<file path="config.mk">
export PLATFORM = sky130hd
export DESIGN_NAME = multicycle_control
export DESIGN_NICKNAME = d
export VERILOG_FILES = /design/src/rtl/mips_ctrl_pkg.sv /design/src/rtl/mc_output_decode.sv /design/src/rtl/multicycle_control.sv
export SDC_FILE = /design/constraint.sdc
export NUM_CORES = 1
export LEC_CHECK = 0
export ABC_AREA = 1
export CORE_MARGIN = 2
export CORE_UTILIZATION = 35
export CTS_CLUSTER_DIAMETER = 150
export DETAILED_ROUTE_END_ITERATION = 6
export DONT_BUFFER_PORTS = 1
export PLACE_DENSITY = 0.48
export SKIP_LAST_GASP = 1
export SLEW_MARGIN = 40
export SYNTH_ARGS = -nofsm -noshare
export SYNTH_HDL_FRONTEND = slang
export SYNTH_SLANG_ARGS = --single-unit
</file>
<file path="constraint.sdc">
create_clock -name clk -period 1.07 [get_ports clk]
set_input_delay 0.1605 -clock clk [delete_from_list [all_inputs] [get_ports clk]]
set_output_delay 0.1605 -clock clk [all_outputs]
set_load 0.1 [all_outputs]
</file>
<file path="src/rtl/mips_ctrl_pkg.sv">
// Shared encodings for the multicycle MIPS control path: opcodes, FSM states,
// ALU op codes (also consumed by alu_control) and datapath mux select codes.
package mips_ctrl_pkg;

    localparam int unsigned OPCODE_W = 6;
    localparam int unsigned STATE_W  = 4;
    localparam int unsigned ALU_OP_W = 2;
    localparam int unsigned SEL_W    = 2;

    localparam logic [OPCODE_W-1:0] OP_RTYPE = 6'b000000;
    localparam logic [OPCODE_W-1:0] OP_LW    = 6'b100011;
    localparam logic [OPCODE_W-1:0] OP_SW    = 6'b101011;
    localparam logic [OPCODE_W-1:0] OP_BEQ   = 6'b000100;
    localparam logic [OPCODE_W-1:0] OP_ADDI  = 6'b001000;
    localparam logic [OPCODE_W-1:0] OP_J     = 6'b000010;

    localparam logic [ALU_OP_W-1:0] ALU_OP_ADD   = 2'b00;
    localparam logic [ALU_OP_W-1:0] ALU_OP_SUB   = 2'b01;
    localparam logic [ALU_OP_W-1:0] ALU_OP_FUNCT = 2'b10;

    localparam logic [SEL_W-1:0] ALUB_REG     = 2'b00;
    localparam logic [SEL_W-1:0] ALUB_FOUR    = 2'b01;
    localparam logic [SEL_W-1:0] ALUB_IMM     = 2'b10;
    localparam logic [SEL_W-1:0] ALUB_IMM_SH2 = 2'b11;

    localparam logic [SEL_W-1:0] PCSRC_ALU    = 2'b00;
    localparam logic [SEL_W-1:0] PCSRC_ALUOUT = 2'b01;
    localparam logic [SEL_W-1:0] PCSRC_JUMP   = 2'b10;

    typedef enum logic [STATE_W-1:0] {
        S_IDLE     = 4'd0,
        S_FETCH    = 4'd1,
        S_DECODE   = 4'd2,
        S_MEMADR   = 4'd3,
        S_MEMREAD  = 4'd4,
        S_MEMWB    = 4'd5,
        S_MEMWRITE = 4'd6,
        S_RTEXEC   = 4'd7,
        S_RTWB     = 4'd8,
        S_BRANCH   = 4'd9,
        S_ADDIEXEC = 4'd10,
        S_ADDIWB   = 4'd11,
        S_JUMP     = 4'd12,
        S_ILLEGAL  = 4'd13
    } state_e;

    typedef struct packed {
        logic                pc_write;
        logic                pc_write_cond;
        logic                iord;
        logic                mem_read;
        logic                mem_write;
        logic                ir_write;
        logic                reg_dst;
        logic                mem_to_reg;
        logic                reg_write;
        logic                alu_src_a;
        logic [SEL_W-1:0]    alu_src_b;
        logic [ALU_OP_W-1:0] alu_op;
        logic [SEL_W-1:0]    pc_src;
        logic                illegal_op;
    } ctrl_word_t;

    function automatic logic is_legal_op(input logic [OPCODE_W-1:0] op);
        return (op == OP_RTYPE) || (op == OP_LW) || (op == OP_SW) ||
               (op == OP_BEQ)   || (op == OP_ADDI) || (op == OP_J);
    endfunction

endpackage

</file>
<file path="src/rtl/mc_output_decode.sv">
// Combinational state -> control word decode for the multicycle control FSM.
// Only the fetch write strobes and the decode-cycle illegal flag look past the state.
module mc_output_decode
    import mips_ctrl_pkg::*;
#(
    parameter bit MEM_WAIT = 1'b1
) (
    input  state_e               state_i,
    input  logic [OPCODE_W-1:0]  opcode_i,
    input  logic                 mem_ready_i,
    output ctrl_word_t           ctrl_o
);

    logic mem_done;
    assign mem_done = !MEM_WAIT || mem_ready_i;

    always_comb begin
        ctrl_o           = '0;
        ctrl_o.alu_src_b = ALUB_REG;
        ctrl_o.alu_op    = ALU_OP_ADD;
        ctrl_o.pc_src    = PCSRC_ALU;
        case (state_i)
            S_FETCH: begin
                ctrl_o.mem_read  = 1'b1;
                ctrl_o.alu_src_b = ALUB_FOUR;
                // IR and PC only update once the instruction word is actually back
                ctrl_o.ir_write  = mem_done;
                ctrl_o.pc_write  = mem_done;
            end
            S_DECODE: begin
                ctrl_o.alu_src_b  = ALUB_IMM_SH2;
                ctrl_o.illegal_op = !is_legal_op(opcode_i);
            end
            S_MEMADR, S_ADDIEXEC: begin
                ctrl_o.alu_src_a = 1'b1;
                ctrl_o.alu_src_b = ALUB_IMM;
            end
            S_MEMREAD: begin
                ctrl_o.mem_read = 1'b1;
                ctrl_o.iord     = 1'b1;
            end
            S_MEMWB: begin
                ctrl_o.reg_write  = 1'b1;
                ctrl_o.mem_to_reg = 1'b1;
            end
            S_MEMWRITE: begin
                ctrl_o.mem_write = 1'b1;
                ctrl_o.iord      = 1'b1;
            end
            S_RTEXEC: begin
                ctrl_o.alu_src_a = 1'b1;
                ctrl_o.alu_op    = ALU_OP_FUNCT;
            end
            S_RTWB: begin
                ctrl_o.reg_write = 1'b1;
                ctrl_o.reg_dst   = 1'b1;
            end
            S_BRANCH: begin
                ctrl_o.alu_src_a     = 1'b1;
                ctrl_o.alu_op        = ALU_OP_SUB;
                ctrl_o.pc_write_cond = 1'b1;
                ctrl_o.pc_src        = PCSRC_ALUOUT;
            end
            S_ADDIWB: begin
                ctrl_o.reg_write = 1'b1;
            end
            S_JUMP: begin
                ctrl_o.pc_write = 1'b1;
                ctrl_o.pc_src   = PCSRC_JUMP;
            end
            S_ILLEGAL: begin
                ctrl_o.illegal_op = 1'b1;
            end
            default: ;
        endcase
    end

endmodule

</file>
<file path="src/rtl/multicycle_control.sv">
// Main control FSM of the multicycle MIPS datapath: state register, next-state
// sequencing by opcode, and the Moore control word for the datapath and alu_control.
module multicycle_control
    import mips_ctrl_pkg::*;
#(
    parameter bit MEM_WAIT     = 1'b1,
    parameter bit TRAP_ILLEGAL = 1'b0
) (
    input  logic                clk,
    input  logic                rst_n,
    input  logic [OPCODE_W-1:0] opcode_i,
    input  logic                mem_ready_i,
    output logic                pc_write_o,
    output logic                pc_write_cond_o,
    output logic                iord_o,
    output logic                mem_read_o,
    output logic                mem_write_o,
    output logic                ir_write_o,
    output logic                reg_dst_o,
    output logic                mem_to_reg_o,
    output logic                reg_write_o,
    output logic                alu_src_a_o,
    output logic [SEL_W-1:0]    alu_src_b_o,
    output logic [ALU_OP_W-1:0] alu_op_o,
    output logic [SEL_W-1:0]    pc_src_o,
    output logic                illegal_op_o
);

    state_e     state_q, state_d;
    ctrl_word_t ctrl;
    logic       mem_done;

    assign mem_done = !MEM_WAIT || mem_ready_i;

    always_ff @(posedge clk or negedge rst_n) begin
        if (!rst_n) begin
            state_q <= S_IDLE;
        end else begin
            state_q <= state_d;
        end
    end

    always_comb begin
        state_d = state_q;
        case (state_q)
            S_IDLE:    state_d = S_FETCH;
            S_FETCH:   if (mem_done) state_d = S_DECODE;
            S_DECODE: begin
                case (opcode_i)
                    OP_LW, OP_SW: state_d = S_MEMADR;
                    OP_RTYPE:     state_d = S_RTEXEC;
                    OP_BEQ:       state_d = S_BRANCH;
                    OP_ADDI:      state_d = S_ADDIEXEC;
                    OP_J:         state_d = S_JUMP;
                    default:      state_d = TRAP_ILLEGAL ? S_ILLEGAL : S_FETCH;
                endcase
            end
            // opcode still held by the IR; anything else is abandoned back to fetch
            S_MEMADR: begin
                if (opcode_i == OP_LW) begin
                    state_d = S_MEMREAD;
                end else if (opcode_i == OP_SW) begin
                    state_d = S_MEMWRITE;
                end else begin
                    state_d = S_FETCH;
                end
            end
            S_MEMREAD:  if (mem_done) state_d = S_MEMWB;
            S_MEMWB:    state_d = S_FETCH;
            S_MEMWRITE: if (mem_done) state_d = S_FETCH;
            S_RTEXEC:   state_d = S_RTWB;
            S_RTWB:     state_d = S_FETCH;
            S_BRANCH:   state_d = S_FETCH;
            S_ADDIEXEC: state_d = S_ADDIWB;
            S_ADDIWB:   state_d = S_FETCH;
            S_JUMP:     state_d = S_FETCH;
            S_ILLEGAL:  state_d = S_ILLEGAL;
            default:    state_d = S_IDLE;
        endcase
    end

    mc_output_decode #(
        .MEM_WAIT (MEM_WAIT)
    ) u_output_decode (
        .state_i     (state_q),
        .opcode_i    (opcode_i),
        .mem_ready_i (mem_ready_i),
        .ctrl_o      (ctrl)
    );

    assign pc_write_o      = ctrl.pc_write;
    assign pc_write_cond_o = ctrl.pc_write_cond;
    assign iord_o          = ctrl.iord;
    assign mem_read_o      = ctrl.mem_read;
    assign mem_write_o     = ctrl.mem_write;
    assign ir_write_o      = ctrl.ir_write;
    assign reg_dst_o       = ctrl.reg_dst;
    assign mem_to_reg_o    = ctrl.mem_to_reg;
    assign reg_write_o     = ctrl.reg_write;
    assign alu_src_a_o     = ctrl.alu_src_a;
    assign alu_src_b_o     = ctrl.alu_src_b;
    assign alu_op_o        = ctrl.alu_op;
    assign pc_src_o        = ctrl.pc_src;
    assign illegal_op_o    = ctrl.illegal_op;

endmodule
</file>
==> flow_summary.ini, run 1 <==
[outcome]
status = aborted with a tool error
haltStage = global routing
firstError = [ERROR DPL-0038] Utilization greater than 100%, impossible to legalize

[floorplan]
ios = 26
die_x_um = 43.4
start_util_pct = 36.9
die_h_um = 43.4
num_rows = 14

[yosys]
yosysUniqueCellTypes = 18
async_reset_ff_share_pct = 100
yosys.area.top_type = nand2_1
netlist_area_um2 = 543
synthTopCellsByArea = nand2_1, dfrtp_1, nor2_1
ys.flop_type = dfrtp_1
ys_top_cells_by_count = nand2_1, nor2_1, inv_1
seq_area_frac_synth_pct = 18.4
synthCells = 102
avgSynthCellArea_um2 = 5.32
mappedNetlistNets = 111
synth_seq_cells = 4
synth.most_common_cell = nand2_1
synth_edf_count = 0
yosysWarnings = 0
synth_top_area_share_pct = 19.4

[global_route]
grt_max_degree = 7

[clock_tree]
clockBufferDepth = 2
cts_max_level = 1
cts_sinks = 4
numCtsBuffers = 3
cts_root_buffer = clkbuf_4

[sta]
crit_endpoint = illegal_op_o
worst-ep-kind = output port

[placed_design]
gp_congestion = 0.914
placed_area_mm2 = 0.00115
io_buffers = 0
hpwl_um = 1680
## repair_timing
action                     4_1_cts
gates resized for setup         36
pin swaps                       19
buffers inserted                 7
gates cloned                     0
setup endpoints to repair       21
hold buffers                     1
hold endpoints to repair         4
## metrics by stage
step / hold WS, ns / setup WS [ns] / std cells
floorplan: -0.135 / -0.650 / 102
global placement: -0.135 / -0.278 / 159
detailed placement: -0.135 / -0.318 / 159
CTS: 0.197 / -0.497 / 171
## kinds of logic after synthesis
group | count (synthesis) | synth area share [%]
AOI/OAI and AO/OA | 7 | 7.60
DFF | 4 | 18.4
buffers and inverters | 16 | 11.8
and+or+nand+nor | 75 | 62.2
==> run 2: changes to the inputs <==
--- a/config.mk
+++ b/config.mk
@@ -6,12 +6,11 @@
 export NUM_CORES = 1
 export LEC_CHECK = 0
 export ABC_AREA = 1
-export CORE_MARGIN = 2
-export CORE_UTILIZATION = 35
-export CTS_CLUSTER_DIAMETER = 150
+export CORE_AREA = 2 2 63 65
 export DETAILED_ROUTE_END_ITERATION = 6
+export DIE_AREA = 0 0 65 67
 export DONT_BUFFER_PORTS = 1
-export PLACE_DENSITY = 0.48
+export PLACE_DENSITY_LB_ADDON = 0.15
 export SKIP_LAST_GASP = 1
 export SLEW_MARGIN = 40
 export SYNTH_ARGS = -nofsm -noshare
==> constraint.sdc (replaced) <==
create_clock -name clk -period 1.4 [get_ports clk]
set_input_delay 0.21 -clock clk [delete_from_list [all_inputs] [get_ports clk]]
set_output_delay 0.21 -clock clk [all_outputs]
set_load 0.1 [all_outputs]
==> flow_summary.ini, run 2 <==
[floorplan]
ios = 26
die-area_mm2 = 0.00436
num_rows = 22
die_x_um = 65
coreArea_mm2 = 0.00361
die_h_um = 67
start_util_pct = 15.1

[global_route]
grt_use_met1_pct = 12.2
grtUsageMet2_pct = 18.9
gr-total-overflow = 0
grt_util_met3_pct = 0.676
grt_pass1_vias = 823
grt_antenna_before_repair = 0
grt_usage_pct = 10.4
grt_pass1_wl_um = 3510
grt.busiest_layer = met2
grt_max_degree = 7

[placed_design]
dp.cells = 181
gp_congestion = 0.726
hpwl_um = 1670
place_ws_ns = -0.0529
placed_area_mm2 = 0.00112
io_buffers = 0

[run]
maxCapViolations = 0

[clock_tree]
path_clk_slew_ns = 0.03
cts_root_buffer = clkbuf_8
clockBufferDepth = 2
cts_sinks = 4
clk_latency_ns = 0.22
cts_tree = built
numCtsBuffers = 3
cts_max_level = 1

[yosys]
async_reset_ff_share_pct = 100
muxShareOfSynthArea_pct = 0
netlist_area_um2 = 543
yosys.area_share.simple_pct = 62.2
ys_top_cells_by_count = nand2_1, nor2_1, inv_1
synth_top_family_by_area = simple AND/OR/NAND/NOR gates
yosysUniqueCellTypes = 18
synthTopCellsByArea = nand2_1, dfrtp_1, nor2_1
yosys.area.top_type = nand2_1
synth_edf_count = 0
synth_top_area_share_pct = 19.4
synth_seq_cells = 4
avgSynthCellArea_um2 = 5.32
synth.most_common_cell = nand2_1
ys.flop_type = dfrtp_1
synthCells = 102
mappedNetlistNets = 111
yosysWarnings = 0
seq_area_frac_synth_pct = 18.4
synth-xor-area-share_pct = 0
synth_fa_ha_area_share_pct = 0
synth_compound_area_share_pct = 7.60

[setup_path]
cp.required_ns = 1.19
path_class = flip-flop to primary output
path_cells = inv_2, nand2_4, nor2_4, nand4_1, nand2_4
timing.critical_path.buf_inv = 1
cp-startpoint = state_q[0]
critPathSlowestCell = dfrtp_2
path_delay_family = simple AND/OR/NAND/NOR gates
critical_path_arrival_ns = 1.41
cp-start-kind = flip-flop
cp_max_fo = 6
cpPeakStageDelay_ns = 0.47
crit_top_cell = nand2_4
end_kind = primary output
crit-reg2reg-launch = state_q[1]

[outcome]
status = finished, violations left
violations = negative setup slack

[sta]
final_max_slew_viol_count = 0
slew_headroom_pct = 79.0
rsz0062_at_grt = true
finalCriticalPeriod_ns = 1.62
hold_viol_final = 0
layout_setup_ws_ns = -0.215
max_freq_mhz = 619
fin_crit_sh_pct = 115
finalSetupViolCount = 18
tightest_slew_ns = 0.315
finClkSkew_ns = 0.00611

[power_and_ir_drop]
power_switching_mw = 1.61
p_per_area_mw_per_mm2 = 1980
power_frac_seq_pct = 8.5
p_int_mw = 1.12
p_sw_share_pct = 59.0
clock_power_share_pct = 9.5
leakage_nw = 0.582
power_frac_comb_pct = 82.0
ir_worst_vdd_mv = 0.662
power.total_mw = 2.73

[route]
drc_errors = 0
avgRoutedWirePerCell_um = 10.3
viasPerCell = 4.04
vias = 775
routed_wl_um = 1970
drt_iter0_markers = 17
final_antenna_net_count = 0
first_pass_iters = 4

[final_layout]
reg_top3 = state_q: 4 flops
drive_gt1_share_pct = 57.6
antennaDiodeCount = 0
largest_register = state_q
multi_input_area_um2 = 617
ff_latch_area_um2 = 105
final_cell_mix = nand2_1, buf_4, buf_12, nor2_4, nor2_1
final_common_cell = nand2_1
nFillCells = 369
layoutNonFillerInstCount = 192
layout.nets = 154
largest_reg_flops = 4
final_area_mm2 = 0.00138
area_growth_pct = 154

[min_path]
hold_path_class = input pin to async pin
[run 2: layer usage]
layer / up-vias / wire length, µm
met3: 5 / 90
met2: 26 / 995
met5: - / 0
met1: 337 / 840
li1: 407 / -
met4: 0 / 46
[run 2: final cells by class]
type | count | area share [%]
timing repair buffer | 39 | 35.2
sequential | 4 | 7.62
multi-input combinational | 82 | 44.7
inverter | 15 | 4.81
clock buffer | 4 | 3.27
tap | 48 | 4.36
[run 2: path summary, 6_finish.rpt]
kind                                end  slack, ns  cells past startpoint
min in group clk             state_q[1]       0.27                      5
max reg2reg                  state_q[2]      -0.03                      8
min reg2reg                  state_q[2]       0.77                      3
max                        illegal_op_o      -0.22                      5
max in group asynchronous    state_q[3]       0.94                      1
min                          state_q[0]       0.26                      1
[run 2: through the flow]
stage                     utilization, %  setup TNS, ns  hold slack (ns)
after floorplan                        -          -3.00          -0.0856
after global placement              31.2        -0.0496          -0.0855
after detailed placement            31.2         -0.120          -0.0855
after CTS                           37.2          -2.23            0.266
after global routing                38.2          -3.27            0.284
final                               38.2          -2.22            0.262
[run 2: cell families after synthesis]
kind of cell    Yosys count
simple gates             75
flops                     4
compound gates            7
buf+inv                  16
[run 2: what timing repair did]
item | in CTS | in global routing
setup endpoints to repair | 17 | 21
gates resized for setup | 28 | 7
buffers inserted | 5 | 1
hold buffers | 1 | 0
pin swaps | 9 | 7
endpoints found under the hold margin | 4 | 0
[run 2: power by group through the flow]
stage               registers, mW  clock network [mW]  logic [mW]
floorplan                   0.213                   0        1.40
global placement            0.214                   0        1.96
detailed placement          0.215                   0        1.96
CTS                         0.218               0.266        2.21
global route                0.240               0.272        2.35
finish                      0.232               0.259        2.24
No activity file was read; power rests on OpenSTA's default activity.
==> run 3: changes to the inputs <==
--- a/config.mk
+++ b/config.mk
@@ -11,6 +11,7 @@
 export DIE_AREA = 0 0 65 67
 export DONT_BUFFER_PORTS = 1
 export PLACE_DENSITY_LB_ADDON = 0.15
+export SKIP_CTS_REPAIR_TIMING = 1
 export SKIP_LAST_GASP = 1
 export SLEW_MARGIN = 40
 export SYNTH_ARGS = -nofsm -noshare
==> flow_summary.ini, run 3 (same netlist as run 2, synthesis figures left out) <==
[floorplan]
start_util_pct = 15.1
die_x_um = 65
die-area_mm2 = 0.00436
die_h_um = 67
num_rows = 22
coreArea_mm2 = 0.00361
ios = 26

[setup_path]
cp.required_ns = 1.19
path_cells = nor2_4, inv_4, nor2_4, nand4_1, nand2_4
cpPeakStageDelay_ns = 0.43
end_kind = primary output
cp-start-kind = flip-flop
crit_top_cell = nor2_4
path_class = flip-flop to primary output
critical_path_arrival_ns = 1.43
cp_max_fo = 5
critPathSlowestCell = dfrtp_2

[sta]
finalCriticalPeriod_ns = 1.64
hold_viol_final = 0
hold_ws_ns = 0.259
final_max_slew_viol_count = 0
rsz0062_at_grt = true
finalSetupViolCount = 16
slew_headroom_pct = 80.1
finClkSkew_ns = 0.00604
layout_setup_ws_ns = -0.238
fin_crit_sh_pct = 117
fin_setup_tns_ns = -2.16
max_freq_mhz = 610
tightest_slew_ns = 0.298

[power_and_ir_drop]
leakage_nw = 0.565
p_per_area_mw_per_mm2 = 1980
ir_worst_vdd_mv = 0.651

[route]
drc_errors = 0
first_pass_iters = 4
final_antenna_net_count = 0
routed_wl_um = 1950
drt_iter0_markers = 17
viasPerCell = 3.97
vias = 755
avgRoutedWirePerCell_um = 10.2

[placed_design]
io_buffers = 0
hpwl_um = 1670
placed_area_mm2 = 0.00112
gp_congestion = 0.726
place_ws_ns = -0.0529

[final_layout]
reg_top3 = state_q: 4 flops
drive_gt1_share_pct = 57.0
largest_reg_flops = 4
multi_input_area_um2 = 597
layout.nets = 152
largest_register = state_q
ff_latch_area_um2 = 105
final_common_cell = nand2_1
antennaDiodeCount = 0
nFillCells = 378
final_area_mm2 = 0.00133
utilization_pct = 36.9
final_cell_mix = nand2_1, buf_4, buf_12, nor2_4, nor2_1
area_growth_pct = 145

[global_route]
grt_max_degree = 7
grt_usage_pct = 9.86
gr-total-overflow = 0
grt_pass1_wl_um = 3290
grt_pass1_vias = 773
grt_antenna_before_repair = 0

[clock_tree]
cts_max_level = 1
cts_sinks = 4
clockBufferDepth = 2
path_clk_slew_ns = 0.03
numCtsBuffers = 3
cts_root_buffer = clkbuf_8
cts_tree = built
clk_latency_ns = 0.22

[outcome]
violations = negative setup slack
status = finished, violations left

[run]
maxCapViolations = 0

[min_path]
hold_path_class = input pin to async pin
## run 3: path summary, 6_finish.rpt
| path | start | endpoint | slack (ns) | cells after the start |
|---|---|---|---|---|
| max | state_q[2] | illegal_op_o | -0.24 | 5 |
| min | rst_n | state_q[0] | 0.26 | 1 |
| max reg2reg | state_q[2] | state_q[2] | 0.05 | 7 |
| min reg2reg | state_q[2] | state_q[2] | 0.76 | 3 |
| max in group asynchronous | rst_n | state_q[3] | 0.95 | 1 |
| min in group clk | opcode_i[2] | state_q[1] | 0.27 | 5 |
## run 3: per-layer routing
metal,part of all wire (%),GRT usage (%)
met1,43,11.8
met2,51,17.4
met3,4.6,0.676
met4,1.8,5.59
met5,0,0
## run 3: final cells by class
class / count / area share (%)
tap: 48 / 4.52
multi-input combinational: 82 / 44.9
timing repair buffer: 37 / 34.5
sequential: 4 / 7.90
clock buffer: 4 / 3.39
inverter: 15 / 4.80
## run 3: metrics by stage
| stage | power (mW) | instances |
|---|---|---|
| 6_report | 2.63 | 190 |
| 5_1_grt | 2.76 | 190 |
| 4_1_cts | 2.44 | 185 |
| 3_5_place_dp | 2.18 | 181 |
| 3_3_place_gp | 2.17 | 181 |
| 2_1_floorplan | 1.62 | 102 |
## run 3: critical path: cells and delay by family, from the launching register on
| kind | cells | cell delay (ns) |
|---|---|---|
| simple gates | 4 | 0.70 |
| buf+inv | 1 | 0.08 |
| flops | 1 | 0.43 |
## run 3: power breakdown
group          total (mW)  switching, mW  leakage [nW]  internal, mW
clock network       0.259         0.0645        0.0228         0.195
logic                2.16           1.44         0.496         0.713
registers           0.217         0.0615        0.0465         0.155
total                2.63           1.57         0.565          1.06
